==> src/rtl/tmr_mem_scrubber.sv <==
// Bank-side scrubber for a triplicated memory: passes voted accesses through to all banks and,
// in idle gaps, reads each word from the three banks and rewrites only the banks that disagree.
module tmr_mem_scrubber #(
  parameter int unsigned ADDR_WIDTH     = 32,
  parameter int unsigned DATA_WIDTH     = 32,
  parameter int unsigned DEPTH_LOG2     = 10,
  parameter int unsigned SCRUB_INTERVAL = 256
) (
  input  logic                  clk,
  input  logic                  rst_n,
  input  logic                  scrub_en,
  input  logic [ADDR_WIDTH-1:0] voted_addr,
  input  logic [DATA_WIDTH-1:0] voted_wdata,
  input  logic                  voted_wen,
  input  logic                  voted_ren,
  input  logic [DATA_WIDTH-1:0] rdata_bank_a,
  input  logic [DATA_WIDTH-1:0] rdata_bank_b,
  input  logic [DATA_WIDTH-1:0] rdata_bank_c,
  output logic [ADDR_WIDTH-1:0] bank_addr,
  output logic [DATA_WIDTH-1:0] bank_wdata,
  output logic [2:0]            bank_wen,
  output logic                  bank_ren,
  output logic                  scrub_busy,
  output logic [15:0]           corrections,
  output logic                  triple_fault,
  output logic                  pass_done,
  output logic [DEPTH_LOG2-1:0] last_fault_addr
);

  typedef enum logic [1:0] {StIdle, StRead, StCheck, StWrite} state_e;

  state_e                  state_q, state_d;
  logic [DEPTH_LOG2-1:0]   ptr_q, ptr_d;
  logic [31:0]             cnt_q, cnt_d;
  logic [DATA_WIDTH-1:0]   maj_q, maj_d, maj_c;
  logic [2:0]              mask_q, mask_d, mask_c;
  logic [15:0]             corr_q, corr_d;
  logic                    triple_q, triple_d;
  logic                    pass_q, pass_d;
  logic [DEPTH_LOG2-1:0]   lfa_q, lfa_d;
  logic                    freq, hazard, all_differ;
  logic                    scrub_rd, scrub_wr, advance;
  logic [ADDR_WIDTH-1:0]   ptr_ext;

  assign ptr_ext    = ADDR_WIDTH'(ptr_q);
  assign freq       = voted_wen | voted_ren;
  assign hazard     = voted_wen && (voted_addr == ptr_ext);
  assign maj_c      = (rdata_bank_a & rdata_bank_b) | (rdata_bank_b & rdata_bank_c) |
                      (rdata_bank_a & rdata_bank_c);
  assign mask_c     = {rdata_bank_c != maj_c, rdata_bank_b != maj_c, rdata_bank_a != maj_c};
  assign all_differ = (rdata_bank_a != rdata_bank_b) && (rdata_bank_b != rdata_bank_c) &&
                      (rdata_bank_a != rdata_bank_c);

  always_comb begin
    state_d  = state_q;
    cnt_d    = '0;
    ptr_d    = ptr_q;
    maj_d    = maj_q;
    mask_d   = mask_q;
    corr_d   = corr_q;
    triple_d = 1'b0;
    pass_d   = 1'b0;
    lfa_d    = lfa_q;
    advance  = 1'b0;
    scrub_rd = 1'b0;
    scrub_wr = 1'b0;
    unique case (state_q)
      StIdle: begin
        if (scrub_en) begin
          if (cnt_q == SCRUB_INTERVAL - 1) state_d = StRead;
          else                             cnt_d   = cnt_q + 32'd1;
        end
      end
      StRead: begin
        if (!scrub_en) begin
          state_d = StIdle;
        end else if (!freq) begin
          scrub_rd = 1'b1;
          state_d  = StCheck;
        end
      end
      StCheck: begin
        // A functional write to the word under test makes the sample stale.
        if (hazard) begin
          state_d = StIdle;
        end else begin
          maj_d  = maj_c;
          mask_d = mask_c;
          if (all_differ) begin
            triple_d = 1'b1;
            lfa_d    = ptr_q;
          end
          if (mask_c == 3'b000) begin
            advance = 1'b1;
            state_d = StIdle;
          end else begin
            state_d = StWrite;
          end
        end
      end
      StWrite: begin
        if (hazard) begin
          state_d = StIdle;
        end else if (!freq) begin
          scrub_wr = 1'b1;
          if (corr_q != 16'hFFFF) corr_d = corr_q + 16'd1;
          lfa_d   = ptr_q;
          advance = 1'b1;
          state_d = StIdle;
        end
      end
      default: state_d = StIdle;
    endcase
    if (advance) begin
      ptr_d  = ptr_q + DEPTH_LOG2'(1);
      pass_d = (ptr_q == '1);
    end
  end

  always_comb begin
    bank_addr  = voted_addr;
    bank_wdata = voted_wdata;
    bank_wen   = {3{voted_wen}};
    bank_ren   = voted_ren;
    if (scrub_rd) begin
      bank_addr = ptr_ext;
      bank_ren  = 1'b1;
      bank_wen  = 3'b000;
    end
    if (scrub_wr) begin
      bank_addr  = ptr_ext;
      bank_wdata = maj_q;
      bank_wen   = mask_q;
      bank_ren   = 1'b0;
    end
  end

  always_ff @(posedge clk or negedge rst_n) begin
    if (!rst_n) begin
      state_q  <= StIdle;
      ptr_q    <= '0;
      cnt_q    <= '0;
      maj_q    <= '0;
      mask_q   <= '0;
      corr_q   <= '0;
      triple_q <= 1'b0;
      pass_q   <= 1'b0;
      lfa_q    <= '0;
    end else begin
      state_q  <= state_d;
      ptr_q    <= ptr_d;
      cnt_q    <= cnt_d;
      maj_q    <= maj_d;
      mask_q   <= mask_d;
      corr_q   <= corr_d;
      triple_q <= triple_d;
      pass_q   <= pass_d;
      lfa_q    <= lfa_d;
    end
  end

  assign scrub_busy      = (state_q != StIdle);
  assign corrections     = corr_q;
  assign triple_fault    = triple_q;
  assign pass_done       = pass_q;
  assign last_fault_addr = lfa_q;

endmodule

==> config.mk <==
export PLATFORM = sky130hd
export DESIGN_NAME = tmr_mem_scrubber
export DESIGN_NICKNAME = d
export VERILOG_FILES = /design/src/rtl/tmr_mem_scrubber.sv
export SDC_FILE = /design/constraint.sdc
export NUM_CORES = 1
export LEC_CHECK = 0
export ABC_AREA = 1
export BUFFER_PORTS_ARGS = -buffer_cell sky130_fd_sc_hd__buf_4
export CORE_ASPECT_RATIO = 2
export CORE_MARGIN = 1
export CORE_UTILIZATION = 59
export DETAILED_ROUTE_END_ITERATION = 10
export PLACE_DENSITY_LB_ADDON = 0.08
export SETUP_SLACK_MARGIN = 0.02
export SLEW_MARGIN = 25
export SYNTH_ARGS = -nofsm -noshare
export SYNTH_HDL_FRONTEND = slang
export SYNTH_SLANG_ARGS = --single-unit
==> constraint.sdc <==
create_clock -name clk -period 4 [get_ports clk]
set_input_delay 0.8 -clock clk [delete_from_list [all_inputs] [get_ports clk]]
set_output_delay 0.8 -clock clk [all_outputs]
set_load 0.02 [all_outputs]
Yosys cells after proc, flatten, opt, wreduce, memory -nomap -nowiden
Index checks and enable logic that the tools add are counted.

operators by class
  bitwise gates (word level) = 8
  div/mod/pow operators = 0
  $add $sub $neg = 3
  reductions and logical operators = 11
  eq/ne operators = 21
  shifts and indexed selects = 0
  order comparisons = 0
  multipliers = 0
  muxes and demuxes = 36

operators by type and width
  cell                     count
  $mux W32                 6
  $ne A32 B32 Y1           6
  $and A32 B32 Y32         3
  $or A32 B32 Y32          2
  $mux W10                 4
  $add A32 B1 Y32 const B  1
  $eq A32 B10 Y1           1
  $eq A32 B8 Y1 const B    1
  $pmux W10 S2             1
  $add A16 B1 Y16 const B  1
  $mux W2                  8
  $ne A16 B16 Y1 const B   1
  $mux W1                  13
  $ne A2 B2 Y1 const B     6
  $add A10 B1 Y10 const B  1
  $eq A10 B10 Y1 const B   1
  $pmux W2 S4              1
  $reduce_and A4 Y1        2
  $mux W3                  2
  $ne A3 B3 Y1 const B     2
  $reduce_and A5 Y1        1
  $eq A2 B2 Y1 const B     2
  $reduce_bool A2 Y1       2
  $logic_and A1 B1 Y1      3
  7 further kinds          8

word-level totals
  ROM bits = 0
  latch bits = 0
  output and inout bits = 97
  logic and storage cells = 88
  bits of input ports = 165
  bits in writable memories = 0
  memories = 0
  register bits = 107

Logic depth before layout (Yosys ltp)
  depth in word-level cells = 9
  depth in mapped cells = 17
  depth with buffers taken out = 17

Worst setup path before layout
No wires, ideal clock.

  path kind = input -> output
  from = input voted_wen
  to = output bank_addr[2]
  cell stages on the path = 8
  data arrival time = 2.104 ns
  data required time = 3.200 ns
  setup slack = 1.096 ns
  path through = nor2_1 > inv_1 > nor2_2 > inv_2 > nand2_1 > buf_2 > nor2_1 > a21oi_1

on the way
  cells in the longest elaborated chain, start to end = 6

ends and longest elaborated chain
  item          RTL line  RTL
  from (decl)   14        input logic voted_wen,
  $or A1 B1 Y1  46        assign freq = voted_wen | voted_ren;
  $mux W1       77, 104
  $mux W1       75        if (!scrub_en) begin
  $mux W1       67        unique case (state_q)
  $mux W32      125       if (scrub_rd) begin
  $mux W32 (*)  130       if (scrub_wr) begin
  to (decl)     19        output logic [ADDR_WIDTH-1:0] bank_addr,

Every way passes the cells marked *; elsewhere a longest branch is shown, timed or not.

Worst setup path after layout
  from = input voted_wen
  to = output bank_addr[3]

The elaborated chain is that of the path after synthesis.

==> flow_summary.toml <==
[floorplan]
io_pins = 262
dieArea_mm2 = 0.0170
row_count = 66
die_w_um = 92.8
coreArea_mm2 = 0.0162
die_h_um = 184
start_util = 0.601

[route]
vias = 10541
drt_iter0_drc = 590
post_drt_wl_per_cell_um = 16.3
antenna_left = 0
drt-pass1-iter-count = 5
via_per_inst = 5.44
drc = 0
wirelength_mm = 31.6

[timing]
rsz0062_at_grt = "false"
slew_headroom = 0.341
layout_setup_ws_ns = 0.628
clock.fmax_mhz = 297
fin_setup_tns_ns = 0
tightest_slew_ns = 0.979
min_period_over_period = 0.843
hold-worst-slack_ns = 0.473
hold_violations = 0
slew_violations = 0
finalClockSkew_ns = 0.00789
setup_viol = 0
min_period_ns = 3.37

[worst_setup_path]
critical_path_class = "input pin to output pin"
reg2reg_depth = 9
rrSetupSlack_ns = 1.26
start_kind = "input pin"
r2r_end = "ptr_q[3]"
worstSetupStartpoint = "voted_wen"
r2r-start = "ptr_q[0]"
cp.required_ns = 3.20
crit_chain = "buf_4, nor2_1, inv_1, nor2_2, inv_2, nand2_1, buf_4, nor2_1, a21oi_1, buf_4"
path_max_fanout = 42
cp_common_cell = "buf_4"
crit_arrival_ns = 2.57
cpPeakStageDelay_ns = 0.37
cp_slowest_cell = "buf_4"
critPathCaptureType = "output pin"

[logic_synthesis]
syn_area_mm2 = 0.00973
synth_cell_types = 37
synth_top_area_frac = 0.275
synthTopCellsByArea = "dfrtp_1 (28%), nand2_1 (19%), ha_1 (13%)"
syn_avg_cell_area_um2 = 6.58
syn-num-nets = 1742
synth-async-reset-ratio = 1.00
synth_top_area_cell = "dfrtp_1"
yosys_register_bits = 107
ys_seq_area_frac = 0.275
synth_most_common_cell = "nand2_1"
yosys_warnings = 0
synth_edf_count = 0
synth.top_cells.by_count = "nand2_1 (495), inv_1 (235), nor2_1 (136), dfrtp_1 (107), ha_1 (99)"
synthCells = 1478
synth-main-ff-cell = "dfrtp_1"

[global_route]
grt_usage = 0.376
antenna_found_initial = 0
grt_max_degree = 60
grt_pass1_wl_mm = 48.9
grt_pass1_vias = 10378
grt_overflow = 0

[placement]
globalplace.congestion = 1.09
post-dp-hpwl_mm = 26.3
pre_cts_ws_ns = 0.652
port_buffers = 261
place_area_mm2 = 0.0119

[run]
cap_viol_max_count = 0

[worst_hold_path]
min_to = "maj_q[12]"
whs_path_depth = 2
min-delay-start = "maj_q[12]"
hold_class = "flip-flop to flip-flop"

[clock_tree]
post_cts_buffers = 0
clockBufferDepth = 2
clk_latency_ns = 0.36
clock-sinks = 107
cts_hold_buf = 0
tritoncts = "yes"
cts-htree-levels = 3
numCtsBuffers = 9
cts.repair.resized = 0
path_clk_slew_ns = 0.07
clockRootBuffer = "clkbuf_16"

[power]
power_density_mw_per_mm2 = 416
ir_drop_mv = 0.266
leakagePower_nw = 6.73

[final_layout]
drive_gt1_frac = 0.189
regArea_mm2 = 0.00268
syn_to_final_growth_pct = 25.9
n_fill_cell = 1346
antennaDiodeCount = 0
nets = 1992
multi_input_area_mm2 = 0.00601
post-route-cell-area_mm2 = 0.0123

[run_status]
status = "complete, no violations"
==> worst max-delay path: cells and delay by family <==
family / cells / cell delay (ns)
AOI/OAI and AO/OA: 1 / 0.13
buffers and inverters: 5 / 1.00
and+or+nand+nor: 4 / 0.60
==> logic make-up after synthesis <==
kind of cell | synth area share
adders and majority gates | 0.127
AOI/OAI and AO/OA | 0.0501
and+or+nand+nor | 0.382
xor gates and xnor gates | 0.0585
buffers and inverters | 0.107
DFF | 0.275
==> report_power, final <==
part	leakage [nW]	switching (W)	internal, W
clock	0.188	0.000409	0.000714
combinational	5.20	0.00141	0.000837
sequential	1.34	0.000301	0.00142
total	6.73	0.00212	0.00297
==> flip-flops by register name, indices dropped and copies added, names as in the netlist, 2 cells and up <==
register / cells
state_q: 2
ptr_q: 10
maj_q: 32
last_fault_addr: 10
corrections: 16
cnt_q: 32
mask_q: 3
==> layer usage <==
| layer | track usage | vias up | wire (um) |
|---|---|---|---|
| met4 | 0.300 | 0 | 2750 |
| li1 | - | 5184 | - |
| met1 | 0.327 | 4811 | 10000 |
| met3 | 0.0455 | 142 | 1450 |
| met2 | 0.737 | 404 | 17300 |
| met5 | 0 | - | 0 |
==> cell type report <==
cell class / count / share of cell area
multi-input combinational: 1101 / 0.491
clock inverter: 5 / 0.0107
sequential: 107 / 0.218
timing repair buffer: 267 / 0.165
tap: 204 / 0.0208
inverter: 242 / 0.0741
clock buffer: 11 / 0.0206
==> layout by cell type, fill, tap and decap left out, types with 14 or more instances in the layout <==
cell type  netlist  routed
a21oi_1         24      24
buf_4            2     266
dfrtp_1        107     107
ha_1            99      99
inv_1          235     235
nand2_1        495     495
nand3_1         57      57
nand4_1         51      51
nor2_1         136     136
nor2_2          14      14
nor3_1          20      20
nor4_1          39      39
o21ai_0         34      34
o21ai_1         16      16
xnor2_1         16      16
xor2_1          49      49
==> through the flow <==
stage / cells / util / total power (W)
2_1_floorplan: 1478 / - / 0.00303
3_3_place_gp: 1921 / 0.733 / 0.00389
4_1_cts: 1937 / 0.757 / 0.00508
5_1_grt: 1937 / 0.757 / 0.00540
6_report: 1937 / 0.757 / 0.00509
3_5_place_dp: 1921 / 0.733 / 0.00395
==> how the worst max path moves through the flow <==
stage / to / slack (ns) / cells after the start
6_report: bank_addr[3] / 0.63 / 10
5_1_grt: bank_addr[5] / 0.43 / 10
4_1_cts: bank_addr[1] / 0.65 / 10
3_5_place_dp: bank_addr[1] / 0.65 / 10
3_3_place_gp: bank_addr[8] / 0.73 / 10
2_1_floorplan: bank_addr[2] / 1.10 / 8
Note: power is estimated with default switching activity, not from simulation.
